`config.mk`:
```
export PLATFORM = sky130hd
export DESIGN_NAME = digest_word_serializer
export DESIGN_NICKNAME = d
export VERILOG_FILES = /design/src/rtl/digest_word_serializer_pkg.sv /design/src/rtl/digest_word_serializer_mux_n1.sv /design/src/rtl/digest_word_serializer.sv
export SDC_FILE = /design/constraint.sdc
export NUM_CORES = 1
export LEC_CHECK = 0
export CORE_MARGIN = 2
export CORE_UTILIZATION = 40
export CTS_BUF_LIST = sky130_fd_sc_hd__clkbuf_2
export CTS_CLUSTER_DIAMETER = 120
export DETAILED_ROUTE_END_ITERATION = 16
export PLACE_DENSITY = 0.66
export SETUP_SLACK_MARGIN = 0.5
export SYNTH_ARGS = -nofsm -noshare
export SYNTH_HDL_FRONTEND = slang
export SYNTH_HIERARCHICAL = 1
export SYNTH_SLANG_ARGS = --single-unit
```
`constraint.sdc`:
```
create_clock -name clk_i -period 2 [get_ports clk_i]
set_input_delay 0.3 -clock clk_i [delete_from_list [all_inputs] [get_ports clk_i]]
set_output_delay 0.3 -clock clk_i [all_outputs]
set_load 0.01 [all_outputs]
```
`src/rtl/digest_word_serializer_pkg.sv`:
```
// Shared encodings for the digest word serializer and the host readback controller.
package digest_word_serializer_pkg;

   typedef enum logic {
      ST_IDLE = 1'b0,
      ST_SEND = 1'b1
   } state_t;

   localparam logic MODE_SINGLE = 1'b0;
   localparam logic MODE_SEQ    = 1'b1;

endpackage

```
`src/rtl/digest_word_serializer_mux_n1.sv`:
```
// Combinational WIDTH-bit NUM_IN:1 word mux; out-of-range selects return zero.
module mux_n1 #(
   parameter int WIDTH  = 32,
   parameter int NUM_IN = 8,
   parameter int SEL_W  = $clog2(NUM_IN)
) (
   input  logic [NUM_IN*WIDTH-1:0] i_data,
   input  logic [SEL_W-1:0]        i_sel,
   output logic [WIDTH-1:0]        o_data
);

   always_comb begin
      o_data = '0;
      for (int k = 0; k < NUM_IN; k++) begin
         if (i_sel == SEL_W'(k)) begin
            o_data = i_data[k*WIDTH +: WIDTH];
         end
      end
   end

endmodule

```
`src/rtl/digest_word_serializer.sv`:
```
// Captures NUM_IN words in one cycle and emits one selected word or all words in
// index order over a valid/ready port.
//
// state   | meaning
// ST_IDLE | no capture held; waiting for start_i
// ST_SEND | bank captured; presenting bank[idx] until the last beat is accepted
module digest_word_serializer
   import digest_word_serializer_pkg::*;
#(
   parameter  int WIDTH  = 32,
   parameter  int NUM_IN = 8,
   localparam int SEL_W  = $clog2(NUM_IN)
) (
   input  logic                    clk_i,
   input  logic                    rst_n_i,
   input  logic                    start_i,
   input  logic                    mode_i,
   input  logic [SEL_W-1:0]        sel_i,
   input  logic [NUM_IN*WIDTH-1:0] din_i,
   input  logic                    ready_i,
   output logic                    busy_o,
   output logic                    valid_o,
   output logic [WIDTH-1:0]        dout_o,
   output logic [SEL_W-1:0]        idx_o,
   output logic                    last_o
);

   localparam logic [SEL_W-1:0] LP_IDX_PENULT = SEL_W'(NUM_IN - 2);

   state_t                    r_state;
   state_t                    w_state_nxt;
   logic [NUM_IN*WIDTH-1:0]   r_bank;
   logic                      r_mode;
   logic [SEL_W-1:0]          r_idx;
   logic                      r_last;
   logic                      w_capture;
   logic                      w_beat;
   logic [WIDTH-1:0]          w_mux_out;

   assign w_capture = (r_state == ST_IDLE) && start_i;
   assign w_beat    = (r_state == ST_SEND) && ready_i;

   always_ff @(posedge clk_i or negedge rst_n_i) begin
      if (!rst_n_i) begin
         r_state <= ST_IDLE;
      end else begin
         r_state <= w_state_nxt;
      end
   end

   always_comb begin
      w_state_nxt = r_state;
      case (r_state)
         ST_IDLE: if (start_i)          w_state_nxt = ST_SEND;
         ST_SEND: if (ready_i && r_last) w_state_nxt = ST_IDLE;
         default:                       w_state_nxt = ST_IDLE;
      endcase
   end

   always_comb begin
      busy_o  = 1'b0;
      valid_o = 1'b0;
      if (r_state == ST_SEND) begin
         busy_o  = 1'b1;
         valid_o = 1'b1;
      end
   end

   // Bank, index and idx hold after the final beat so dout_o/idx_o keep their last values.
   always_ff @(posedge clk_i or negedge rst_n_i) begin
      if (!rst_n_i) begin
         r_bank <= '0;
         r_mode <= MODE_SINGLE;
         r_idx  <= '0;
         r_last <= 1'b0;
      end else if (w_capture) begin
         r_bank <= din_i;
         r_mode <= mode_i;
         if (mode_i == MODE_SEQ) begin
            r_idx  <= '0;
            r_last <= (NUM_IN == 1);
         end else begin
            r_idx  <= sel_i;
            r_last <= 1'b1;
         end
      end else if (w_beat) begin
         if (r_last) begin
            r_last <= 1'b0;
         end else begin
            r_idx  <= r_idx + SEL_W'(1);
            r_last <= (r_mode == MODE_SINGLE) || (r_idx == LP_IDX_PENULT);
         end
      end
   end

   mux_n1 #(
      .WIDTH  (WIDTH),
      .NUM_IN (NUM_IN),
      .SEL_W  (SEL_W)
   ) u_mux (
      .i_data (r_bank),
      .i_sel  (r_idx),
      .o_data (w_mux_out)
   );

   assign dout_o = w_mux_out;
   assign idx_o  = r_idx;
   assign last_o = r_last;

endmodule

```
After elaboration in Yosys (flattened, before gate mapping)
Index checks and enable logic that the tools add are counted.
{ "totals": {"reg_bits": 262, "out_inout_bits": 38, "wordCells": 43, "input_bits": 264} }
{ "op_classes": {"reduce_logical": 7, "n_addsub": 1, "n_mux": 20, "n_eq_ne": 8, "bitwise": 2} }
{ "ops": {"columns": ["cell", "count"], "rows": [
  ["two-way mux 32 bit", 8],
  ["equality test 3 bit, second input constant", 4],
  ["two-way mux 3 bit", 4],
  ["two-way mux 1 bit", 7],
  ["equality test 3 x 2 -> 1 bit, second input constant", 2],
  ["adder 3 x 1 -> 3 bit, second input constant", 1],
  ["equality test 3 x 1 -> 1 bit, second input constant", 1],
  ["logical AND 1 bit", 3],
  ["zero test 3 bit", 1],
  ["inequality test 2 x 1 -> 1 bit, second input constant", 1],
  ["inverter 1 bit", 2],
  ["one-hot mux 1 bit (2 select lines)", 1],
  ["AND reduction 2 bit", 1],
  ["nonzero test 2 bit", 1],
  ["logical OR 1 bit", 1]
]} }

Longest topological paths before layout
Gate-level depths: netlist of run 1.
{ "logic_depth": {"word_depth": 9, "ltp_mapped": 8} }

By module
Netlist of run 1, hierarchy kept.
{ "by_module_without_submodules": {"columns": ["module", "n_inst", "area_per_inst_um2", "cells_per_inst"], "rows": [
  ["digest_word_serializer", 1, 10943.0, 573],
  ["mux_n1", 1, 2626.3, 378]
]} }

Least setup slack after synthesis of run 1
Ideal clock, no wire load.
{ "synth_timing": {"kind": "reg2out", "startpoint": "register r_idx[1] (netlist: idx_o[1])", "endpoint": "output port dout_o[28]", "path_stages_with_launch": 8, "slack_ns": 0.150, "arrival_time_ns": 1.550, "path_cell_list": "dfrtp_1 buf_6 and2b_1 buf_4 buf_6 a221oi_2 a21oi_1 o31a_1"} }
{ "synth_via": {"elab_chain_cells": 9, "word_cells_on_any_way": 16, "cone_classes": "eq/ne: 7; mux: 8; reduce/logical: 1"} }
{ "synth_lines": {"columns": ["element", "line", "source"], "rows": [
  ["start: declaration", "digest_word_serializer.sv:34", "logic [SEL_W-1:0] r_idx;"],
  ["start signal: assignment", "digest_word_serializer.sv:83", "r_idx <= sel_i;"],
  ["start signal: assignment", "digest_word_serializer.sv:90", "r_idx <= r_idx + SEL_W'(1);"],
  ["zero test 3 bit", "digest_word_serializer_mux_n1.sv:15", "if (i_sel == SEL_W'(k)) begin"],
  ["two-way mux 32 bit (7 in a row)", "digest_word_serializer_mux_n1.sv:15", null],
  ["two-way mux 32 bit *", "digest_word_serializer_mux_n1.sv:15", null],
  ["end: declaration", "digest_word_serializer.sv:23", "output logic [WIDTH-1:0] dout_o,"]
]} }
Mark *: on every way between the ends. The rest lies on a longest branch, timed or not.

Worst setup path in the final report of run 1
{ "layout_timing": {"startpoint": "register r_idx[1] (netlist: idx_o[1])", "endpoint": "output port dout_o[16]"} }
The elaborated chain is that of the path after synthesis.

==> results of run 1 <==
## path summary, 6_finish.rpt
path	end	depth (start not counted)	slack (ps)
setup / recovery	dout_o[16]	7	-830
hold / removal	r_bank[180]	2	80
setup reg to reg	r_bank[204]	9	150
hold reg to reg	r_bank[204]	1	510
max in group asynchronous	r_bank[54]	5	660
min in group asynchronous	r_bank[255]	3	510
## metrics by stage
step | worst slack (ps) | hold slack, ps | instances | TNS, ps
CTS | -923.6 | 0.05657 | 2056 | -27990
global route | -964.2 | 0.9753 | 2082 | -29800
finish | -827.8 | 79.52 | 2082 | -24780
floorplan | 171.4 | 4.409 | 951 | 0
global placement | -303.5 | 247.2 | 1714 | -8143
detailed placement | -323.7 | 252.2 | 1714 | -8379
## power by group through the flow
| stage | combinational, mW | clock (mW) | sequential, mW |
|---|---|---|---|
| finish | 19.2 | 4.01 | 10.2 |
| global route | 20.3 | 4.45 | 10.5 |
| CTS | 18.3 | 4.14 | 9.98 |
| detailed placement | 15.8 | 0 | 10.0 |
| global placement | 15.6 | 0 | 9.97 |
| floorplan | 10.5 | 0 | 9.36 |
## layout make-up
class / count / area [um^2]
antenna: 5 / 12.51
sequential: 262 / 6566
clock buffer: 110 / 550.5
fill: 2423 / 11640
clock inverter: 23 / 113.9
tap: 448 / 560.5
multi-input combinational: 610 / 6674
inverter: 2 / 7.507
timing repair buffer: 622 / 7321
## cells in the mapped netlist (all sizes together)
cell type	n	area (um^2)
dfrtp	262	6556
mux2	257	3844
nand2	67	251.5
buf	65	610.6
mux2i	65	650.6
a21oi	53	265.3
a22oi	27	202.7
a221oi	26	352.8
o31a	26	227.7
or2	26	162.7
o21ai	20	100.1
nor2	14	52.55
clkbuf	12	45.04
o211ai	12	90.09
nor2b	3	33.79
ha	2	25.02
inv	2	7.510
nand3b	2	15.01
xnor2	2	17.52
a21o	1	7.510
a31oi	1	6.260
a32oi	1	8.760
and2	1	6.260
and2b	1	7.510
nand2b	1	6.260
nand4b	1	8.760
o21a	1	7.510
## repair_timing
action / in CTS / in global routing
hold endpoints to repair: 398 / 4
buffers inserted: 44 / 14
resized for setup: 320 / 47
setup endpoints to repair: 219 / 297
pin swaps: 45 / 23
gates cloned: 27 / 3
hold buffers: 138 / 4
## routing by layer
metal / global-route usage (%) / vias up / part of all wire [%]
li1: - / 4759 / -
met1: 36.09 / 5202 / 46
met2: 38.76 / 415 / 45
met3: 5.029 / 104 / 5.7
met4: 9.388 / 0 / 3.3
met5: 0 / - / 0
## registers in the layout, indices dropped and copies added, names as in the netlist
signal / cells
r_bank: 256
idx_o: 3
last_o: 1
r_mode: 1
r_state: 1
## kinds of logic (layout without fill, tap and decap cells)
group	Yosys count	count (layout)	synth area share, %
buffers and inverters	79	757	4.887
DFF	262	262	48.32
muxes	322	322	33.12
xor gates and xnor gates	2	2	0.1291
AOI/OAI and AO/OA	168	168	9.350
adders and majority gates	2	2	0.1844
other	0	5	0
and+or+nand+nor	116	116	4.011
==> results by group, run 1 <==
Status
  – Status: finished, violations left
  – Failing checks: setup timing

Critical path
  – Slowest cell on the critical path: dfrtp_4
  – Crit. Startpoint: idx_o[1]
  – CP max stage delay: 510 ps
  – Critical Path AT: 2530 ps
  – CP delay by family, top: flip-flops
  – Crit path max fanout: 14
  – Crit path buffers/inverters: 3
  – Crit-path cells: buf_6 -> buf_12 -> mux2i_1 -> or2_0 -> a21oi_2 -> o31a_1 -> buf_2
  – Worst setup SP type: register
  – Crit end category: primary output
  – Reg-to-Reg Start: r_state
  – WP data required: 1700 ps
  – CP Class: reg -> out

Timing
  – Setup ws final: -827.8 ps
  – RSZ-0062 raised after global routing: true
  – Final setup viols: 35
  – Final worst path period need: around 2800 ps
  – Max Clk Rate: 0.3536 GHz
  – Clock Skew: 62.23 ps
  – Relative slew slack: slightly below 70%
  – Max-slew violation count: 0
  – Worst slew pin tran: between 400 and 500 ps
  – Fin. Hold Viols: 0
  – Fin crit share: 141.4%

Yosys
  – Cells after synthesis: 951
  – Syn nets: 1217
  – Synthesized area per cell: 14.27 um^2
  – Synth warn: 6
  – Synth cell types: 35
  – Post-synthesis sequential area ratio: 48.32%
  – Post-synthesis register bit count: 262
  – Synth Cell Area: between 10000 and 15000 um^2

Clock tree
  – CTS root buffer: clkbuf_2
  – CTS sink cnt: ~260
  – Worst skew pair latency: 860 ps
  – Worst-path clk slew: 100 ps
  – Clock buffer count from CTS: 75
  – H-tree depth: 3
  – CTS tree: done
  – Maximum clock path buffer count: 3

Flow run
  – Max cap viols: 0

Routing
  – Drt total wl: 45.43 mm
  – Initial drt markers: 628
  – DRT antenna net count: 0
  – DR WL/cell: 21.82 um
  – DRC viols: 0
  – Routed vias: 10480
  – TritonRoute pass-1 iters: 5
  – Routed vias/inst: 5.034

Global routing
  – Total track usage: 25.47%
  – Largest net degree at the start of global routing: 70
  – First-pass GRT wire length: 68.70 mm
  – Vias in the first global route: 11500
  – GRT Residual Overflow: 0
  – Initial antenna violation count: 5

Floorplan
  – DIE HEIGHT: ~190 um
  – Initial Utilization: 40.57%
  – Row count: 67
  – Chip width: 188.2 um
  – Die area: 35410 um^2
  – # IOs: 302
  – CORE AREA: 33450 um^2

Pwr
  – Net Sw Power: 12.25 mW
  – Pleak: 9.562 nW
  – Sequential share of power: 30.4%
  – Power Dens Cells: 1532 nW/um^2
  – Peak VDD IR: 753.2 uV
  – Clock power frac: a little under an eighth
  – Switching Share: a little over a third
  – Pint: 21.16 mW
  – PnR Total Power: between 30 and 40 mW
  – Comb pwr share: 57.6%

Cells and area
  – Layout cell share with drive strength beyond 1: 40.95%
  – Most common cell after layout, fill and taps aside: clkdlybuf4s50_1
  – Fin nets: 1839
  – Final core occ: 65.19%
  – Final instance area: between 20000 and 25000 um^2
  – Most frequent cells in the layout: clkdlybuf4s50_1 (262), dfrtp_1 (258), mux2_4 (257)
  – Area growth syn-to-layout: 60.70%

Place
  – Dpl hpwl: 27.75 mm
  – Dpl cell area: ~18000 um^2
  – Final GP Congestion: 0.9210
  – Port bufs: 301

Min path
  – Hold Crit Start: din_i[180]
  – Hold Path Class: in -> reg
Power figures use the tool's default switching activity.
==> inputs of run 2 (changes only) <==
--- a/config.mk
+++ b/config.mk
@@ -12,6 +12,7 @@
 export DETAILED_ROUTE_END_ITERATION = 16
 export PLACE_DENSITY = 0.66
 export SETUP_SLACK_MARGIN = 0.5
+export SKIP_CTS_REPAIR_TIMING = 1
 export SYNTH_ARGS = -nofsm -noshare
 export SYNTH_HDL_FRONTEND = slang
 export SYNTH_HIERARCHICAL = 1
==> results by group, run 2 (same netlist as run 1, synthesis figures left out) <==
Critical path
  – Critical Path AT: 2510 ps (was 2530 ps)
  – Crit end category: primary output (unchanged)
  – CP max stage delay: 420 ps (was 510 ps)
  – Slowest cell on the critical path: dfrtp_4 (unchanged)
  – R2R Setup Slk: 90 ps (was 150 ps)
  – Most used cell, CP: buf_4
  – R2R cell count: 7 (was 9)
  – Crit path max fanout: 10 (was 14)
  – CP delay by family, top: compound AO/OA/AOI/OAI gates (was flip-flops)
  – R2r endpoint: idx_o[1] (was r_bank[204])
  – CP Class: reg -> out (unchanged)
  – Reg-to-Reg Start: idx_o[1] (was r_state)
  – Worst setup SP type: register (unchanged)
  – Crit-path cells: buf_4 -> nor2b_4 -> buf_12 -> buf_4 -> a221oi_2 -> a21oi_1 -> o31a_1 -> clkbuf_2 (was buf_6 -> buf_12 -> mux2i_1 -> or2_0 -> a21oi_2 -> o31a_1 -> buf_2)
  – WP data required: 1700 ps (about the same)
  – Crit path buffers/inverters: 4 (was 3)

Timing
  – Fin crit share: 140.6% (was 141.4%)
  – Clock Skew: 34.55 ps (was 62.23 ps)
  – Relative slew slack: 67.11% (was 68.68%)
  – Max-slew violation count: 0 (unchanged)
  – Setup ws final: -811.5 ps (was -827.8 ps)
  – Max Clk Rate: 0.3557 GHz (was 0.3536 GHz)
  – Worst slew pin tran: 479.6 ps (was 456.8 ps)
  – Hold slack final: 56.63 ps (was 79.52 ps)
  – Setup TNS: -24660 ps (was -24780 ps)
  – Fin. Hold Viols: 0 (unchanged)
  – Final setup viols: 35 (unchanged)
  – RSZ-0062 raised after global routing: true (unchanged)
  – Final worst path period need: 2812 ps (was 2828 ps)

Global routing
  – First-pass GRT wire length: 59.59 mm (was 68.70 mm)
  – Vias in the first global route: 10080 (was 11500)
  – Total track usage: 21.98% (was 25.47%)
  – GRT Residual Overflow: 0 (unchanged)
  – Largest net degree at the start of global routing: 70 (unchanged)
  – Initial antenna violation count: 4 (was 5)

Floorplan
  – DIE HEIGHT: 188.2 um (unchanged)
  – Row count: 67 (unchanged)
  – # IOs: 302 (unchanged)
  – Die area: 35410 um^2 (unchanged)
  – Chip width: 188.2 um (unchanged)
  – CORE AREA: 33450 um^2 (unchanged)
  – Initial Utilization: 40.57% (unchanged)

Routing
  – Drt total wl: 42.08 mm (was 45.43 mm)
  – DR WL/cell: 21.55 um (was 21.82 um)
  – TritonRoute pass-1 iters: 5 (unchanged)
  – DRT antenna net count: 0 (unchanged)
  – Routed vias/inst: 5.011 (was 5.034)
  – DRC viols: 0 (unchanged)
  – Initial drt markers: 529 (was 628)
  – Routed vias: 9787 (was 10480)

Pwr
  – PnR Total Power: 31.09 mW (was 33.42 mW)
  – Power Dens Cells: 1570 nW/um^2 (was 1532 nW/um^2)
  – Peak VDD IR: 695.4 uV (was 753.2 uV)
  – Pleak: 8.824 nW (was 9.562 nW)

Place
  – Dpl hpwl: 27.75 mm (unchanged)
  – Final GP Congestion: 0.9210 (unchanged)
  – Port bufs: 301 (unchanged)
  – Placement Setup Slack: -323.7 ps (unchanged)

Clock tree
  – CTS tree: done (unchanged)
  – Maximum clock path buffer count: 3 (unchanged)
  – Clock buffer count from CTS: 75 (unchanged)
  – CTS sink cnt: 262 (unchanged)
  – H-tree depth: 3 (unchanged)
  – CTS root buffer: clkbuf_2 (unchanged)
  – Worst-path clk slew: 120 ps (was 100 ps)
  – Worst skew pair latency: 860 ps (about the same)

Status
  – Failing checks: setup timing (unchanged)
  – Status: finished, violations left (unchanged)

Min path
  – Hold Path End: idx_o[0] (was r_bank[180])
  – Hold depth: 3 (was 2)
  – Hold Path Class: in -> reg (unchanged)
  – Hold Crit Start: sel_i[0] (was din_i[180])

Cells and area
  – Top reg by flops: r_bank (unchanged)
  – Sequential cell area: 6565 um^2 (was 6566 um^2)
  – Fin nets: 1711 (was 1839)
  – Max FFs per register: 256 (unchanged)
  – Most frequent cells in the layout: clkdlybuf4s50_1 (262), dfrtp_1 (259), mux2_4 (254) (was clkdlybuf4s50_1 (262), dfrtp_1 (258), mux2_4 (257))
  – Area growth syn-to-layout: 45.88% (was 60.70%)
  – Layout cell share with drive strength beyond 1: 38.51% (was 40.95%)
  – Most common cell after layout, fill and taps aside: clkdlybuf4s50_1 (unchanged)
  – Fillcell total: 2669 (was 2423)
  – Multi-input logic area: 6482 um^2 (was 6674 um^2)

Flow run
  – Max cap viols: 0 (unchanged)
==> run 2: per-layer routing <==
metal / wire (um) / global-route usage, % / vias to the layer above
met5: 0 / 0 / -
met1: 20050 / 31.92 / 4851
met4: 1153 / 8.661 / 0
met3: 2194 / 4.209 / 84
li1: - / - / 4502
met2: 18680 / 32.36 / 350
==> run 2: metrics by stage <==
stage               cells  area [um^2]  utilization, %
floorplan             951        13590               -
global placement     1714        17560           52.51
detailed placement   1714        17560           52.51
CTS                  1847        18230           54.49
global route         1953        19800           59.18
finish               1953        19800           59.18
==> run 2: worst max path at each step <==
stage / start / to / slack, ps / cells after the start
6_report: idx_o[1] / dout_o[25] / -810 / 8
5_1_grt: idx_o[1] / dout_o[28] / -960 / 7
4_1_cts: idx_o[1] / dout_o[12] / -1320 / 7
3_5_place_dp: idx_o[1] / dout_o[12] / -320 / 7
3_3_place_gp: idx_o[2] / dout_o[0] / -300 / 6
2_1_floorplan: idx_o[2] / dout_o[28] / 170 / 7
==> run 2: cell type report <==
class | count | area share [%]
well taps | 448 | 2.832
repair buffers | 494 | 27.81
clock buffers | 110 | 2.781
multi-input cells | 610 | 32.75
diodes | 4 | 0.05057
clock inverters | 23 | 0.5752
inverters | 2 | 0.03792
flip-flops and latches | 262 | 33.16
==> run 2: power by group <==
group	total [mW]	internal, mW	switching (mW)	leakage [nW]
clock	3.97	1.59	2.38	0.521
sequential	10.0	8.04	1.99	3.09
combinational	17.1	10.1	6.99	5.21
total	31.1	19.7	11.4	8.82
==> run 2: tightest hold or removal path: stages <==
cell	delay (ps)
clkdlybuf4s50_1	400
nand3b_1	90
o21ai_0	80
==> inputs of run 3 (changes only) <==
==> constraint.sdc (replaced) <==
create_clock -name clk_i -period 3.1 [get_ports clk_i]
set_input_delay 0.465 -clock clk_i [delete_from_list [all_inputs] [get_ports clk_i]]
set_output_delay 0.465 -clock clk_i [all_outputs]
set_load 0.01 [all_outputs]
==> results by group, run 3 (same netlist as run 1, synthesis figures left out) <==
Status
  – Status: finished, violations left (unchanged)
  – Failing checks: setup timing (unchanged)

Routing
  – Drt total wl: 41.04 mm (was 42.08 mm)
  – DR WL/cell: 22.02 um (was 21.55 um)
  – DRT antenna net count: 0 (unchanged)
  – TritonRoute pass-1 iters: 5 (unchanged)
  – Routed vias: 9510 (was 9787)
  – DRC viols: 0 (unchanged)
  – Initial drt markers: 725 (was 529)
  – Routed vias/inst: 5.102 (was 5.011)

Place
  – Final GP Congestion: 0.8747 (was 0.9210)
  – Port bufs: 301 (unchanged)
  – Dpl hpwl: 26.48 mm (was 27.75 mm)

Cells and area
  – Area growth syn-to-layout: 35.97% (was 45.88%)
  – Fillcell total: 2770 (was 2669)
  – Top reg by flops: r_bank (unchanged)
  – Final core occ: 55.16% (was 59.18%)
  – Fin nets: 1623 (was 1711)
  – Most frequent cells in the layout: clkdlybuf4s50_1 (266), dfrtp_1 (257), mux2_4 (253) (was clkdlybuf4s50_1 (262), dfrtp_1 (259), mux2_4 (254))
  – Max FFs per register: 256 (unchanged)
  – Layout cell share with drive strength beyond 1: 40.04% (was 38.51%)
  – Most common cell after layout, fill and taps aside: clkdlybuf4s50_1 (unchanged)

Timing
  – Fin crit share: 103.0%
  – Fin. Hold Viols: 0 (unchanged)
  – Max-slew violation count: 0 (unchanged)
  – Worst slew pin tran: 668.0 ps (was 479.6 ps)
  – Setup ws final: -92.77 ps (was -811.5 ps)
  – Hold slack final: 125.9 ps (was 56.63 ps)
  – Relative slew slack: 54.19% (was 67.11%)
  – RSZ-0062 raised after global routing: true (unchanged)
  – Max Clk Rate: around 0.31 GHz
  – Clock Skew: 51.86 ps (was 34.55 ps)
  – Final worst path period need: 3193 ps
  – Final setup viols: 14 (was 35)

Pwr
  – Pleak: 8.187 nW (was 8.824 nW)
  – Power Dens Cells: 1065 nW/um^2 (was 1570 nW/um^2)
  – Peak VDD IR: 565.6 uV (was 695.4 uV)

Global routing
  – GRT Residual Overflow: 0 (unchanged)
  – Initial antenna violation count: 10 (was 4)
  – Vias in the first global route: 9766 (was 10080)
  – First-pass GRT wire length: 59.04 mm (was 59.59 mm)
  – Largest net degree at the start of global routing: 81 (was 70)
  – Total track usage: 21.84% (was 21.98%)

Critical path
  – Crit path buffers/inverters: 4 (unchanged)
  – CP max stage delay: 530 ps (was 420 ps)
  – WP data required: 2630 ps (was 1700 ps)
  – Critical Path AT: 2730 ps (was 2510 ps)
  – Crit end category: primary output (unchanged)
  – CP delay by family, top: buffers and inverters (was compound AO/OA/AOI/OAI gates)
  – R2R Setup Slk: 1110 ps (was 90 ps)
  – Crit-path cells: buf_6 -> and2b_4 -> buf_6 -> buf_4 -> a221oi_2 -> a21oi_1 -> o31a_1 -> clkbuf_2 (was buf_4 -> nor2b_4 -> buf_12 -> buf_4 -> a221oi_2 -> a21oi_1 -> o31a_1 -> clkbuf_2)
  – R2R cell count: 5 (was 7)
  – Setup crit end: dout_o[12] (was dout_o[25])
  – Crit path max fanout: 7 (was 10)
  – R2r endpoint: r_bank[33] (was idx_o[1])
  – CP Depth: 8 (unchanged)
  – Worst setup SP type: register (unchanged)
  – Crit. Startpoint: idx_o[1] (unchanged)
  – CP Class: reg -> out (unchanged)
  – Most used cell, CP: buf_6 (was buf_4)
  – Slowest cell on the critical path: dfrtp_4 (unchanged)
  – Reg-to-Reg Start: r_state (was idx_o[1])

Clock tree
  – Worst skew pair latency: 920 ps (was 860 ps)
  – CTS root buffer: clkbuf_2 (unchanged)
  – CTS sink cnt: 262 (unchanged)
  – H-tree depth: 3 (unchanged)
  – Worst-path clk slew: 100 ps (was 120 ps)
  – CTS tree: done (unchanged)
  – Maximum clock path buffer count: 3 (unchanged)
  – Clock buffer count from CTS: 75 (unchanged)

Min path
  – Hold Path Class: in -> async (was in -> reg)

Floorplan
  – DIE HEIGHT: 188.2 um (unchanged)
  – CORE AREA: 33450 um^2 (unchanged)
  – # IOs: 302 (unchanged)
  – Die area: 35410 um^2 (unchanged)
  – Row count: 67 (unchanged)
  – Initial Utilization: 40.57% (unchanged)
  – Chip width: 188.2 um (unchanged)

Flow run
  – Max cap viols: 0 (unchanged)
-- run 3: final cells by class --
class,count,area [um^2],share of cell area (%)
Antenna cell,10,25.02,0.1356
Clock buffer,112,560.5,3.038
Clock inverter,14,118.9,0.6442
Inverter,2,7.507,0.04069
Multi-Input combinational cell,613,6521,35.35
Sequential cell,262,6570,35.61
Tap cell,448,560.5,3.038
Timing Repair Buffer,403,4086,22.15
-- run 3: power by group --
group	switching [mW]	internal (mW)	leakage, nW
logic	4.49	6.05	4.58
clock network	1.55	1.12	0.517
registers	1.25	5.19	3.09
total	7.28	12.4	8.19
-- run 3: worst min-delay path by stage --
stage                     from     endpoint  slack [ps]  depth (start not counted)
floorplan              rst_n_i     idx_o[0]         170                          0
global placement    r_bank[22]   r_bank[22]         490                          1
detailed placement  r_bank[55]   r_bank[55]         490                          1
CTS                    rst_n_i  r_bank[219]        -550                          1
global route         din_i[40]   r_bank[40]          40                          2
finish                 rst_n_i  r_bank[248]         130                          2
-- run 3: per-stage QoR --
| stage | power (mW) | area [um^2] | setup slack [ps] | cells | TNS [ps] |
|---|---|---|---|---|---|
| floorplan | 12.79 | 13570 | 1085 | 951 | 0 |
| global placement | 15.88 | 16960 | 240.3 | 1657 | 0 |
| detailed placement | 16.00 | 16960 | 201.6 | 1657 | 0 |
| CTS | 18.80 | 17640 | -880.5 | 1783 | -22910 |
| global route | 20.79 | 18450 | -268.5 | 1864 | -5684 |
| finish | 19.64 | 18450 | -92.77 | 1864 | -779.6 |
-- run 3: routing by layer --
metal / vias to the layer above / share of wire, % / track usage [%]
met2: 334 / 43 / 29.68
met1: 4778 / 49 / 32.73
li1: 4320 / - / -
met3: 78 / 5.4 / 4.954
met4: 0 / 3.0 / 10.08
met5: - / 0 / 0
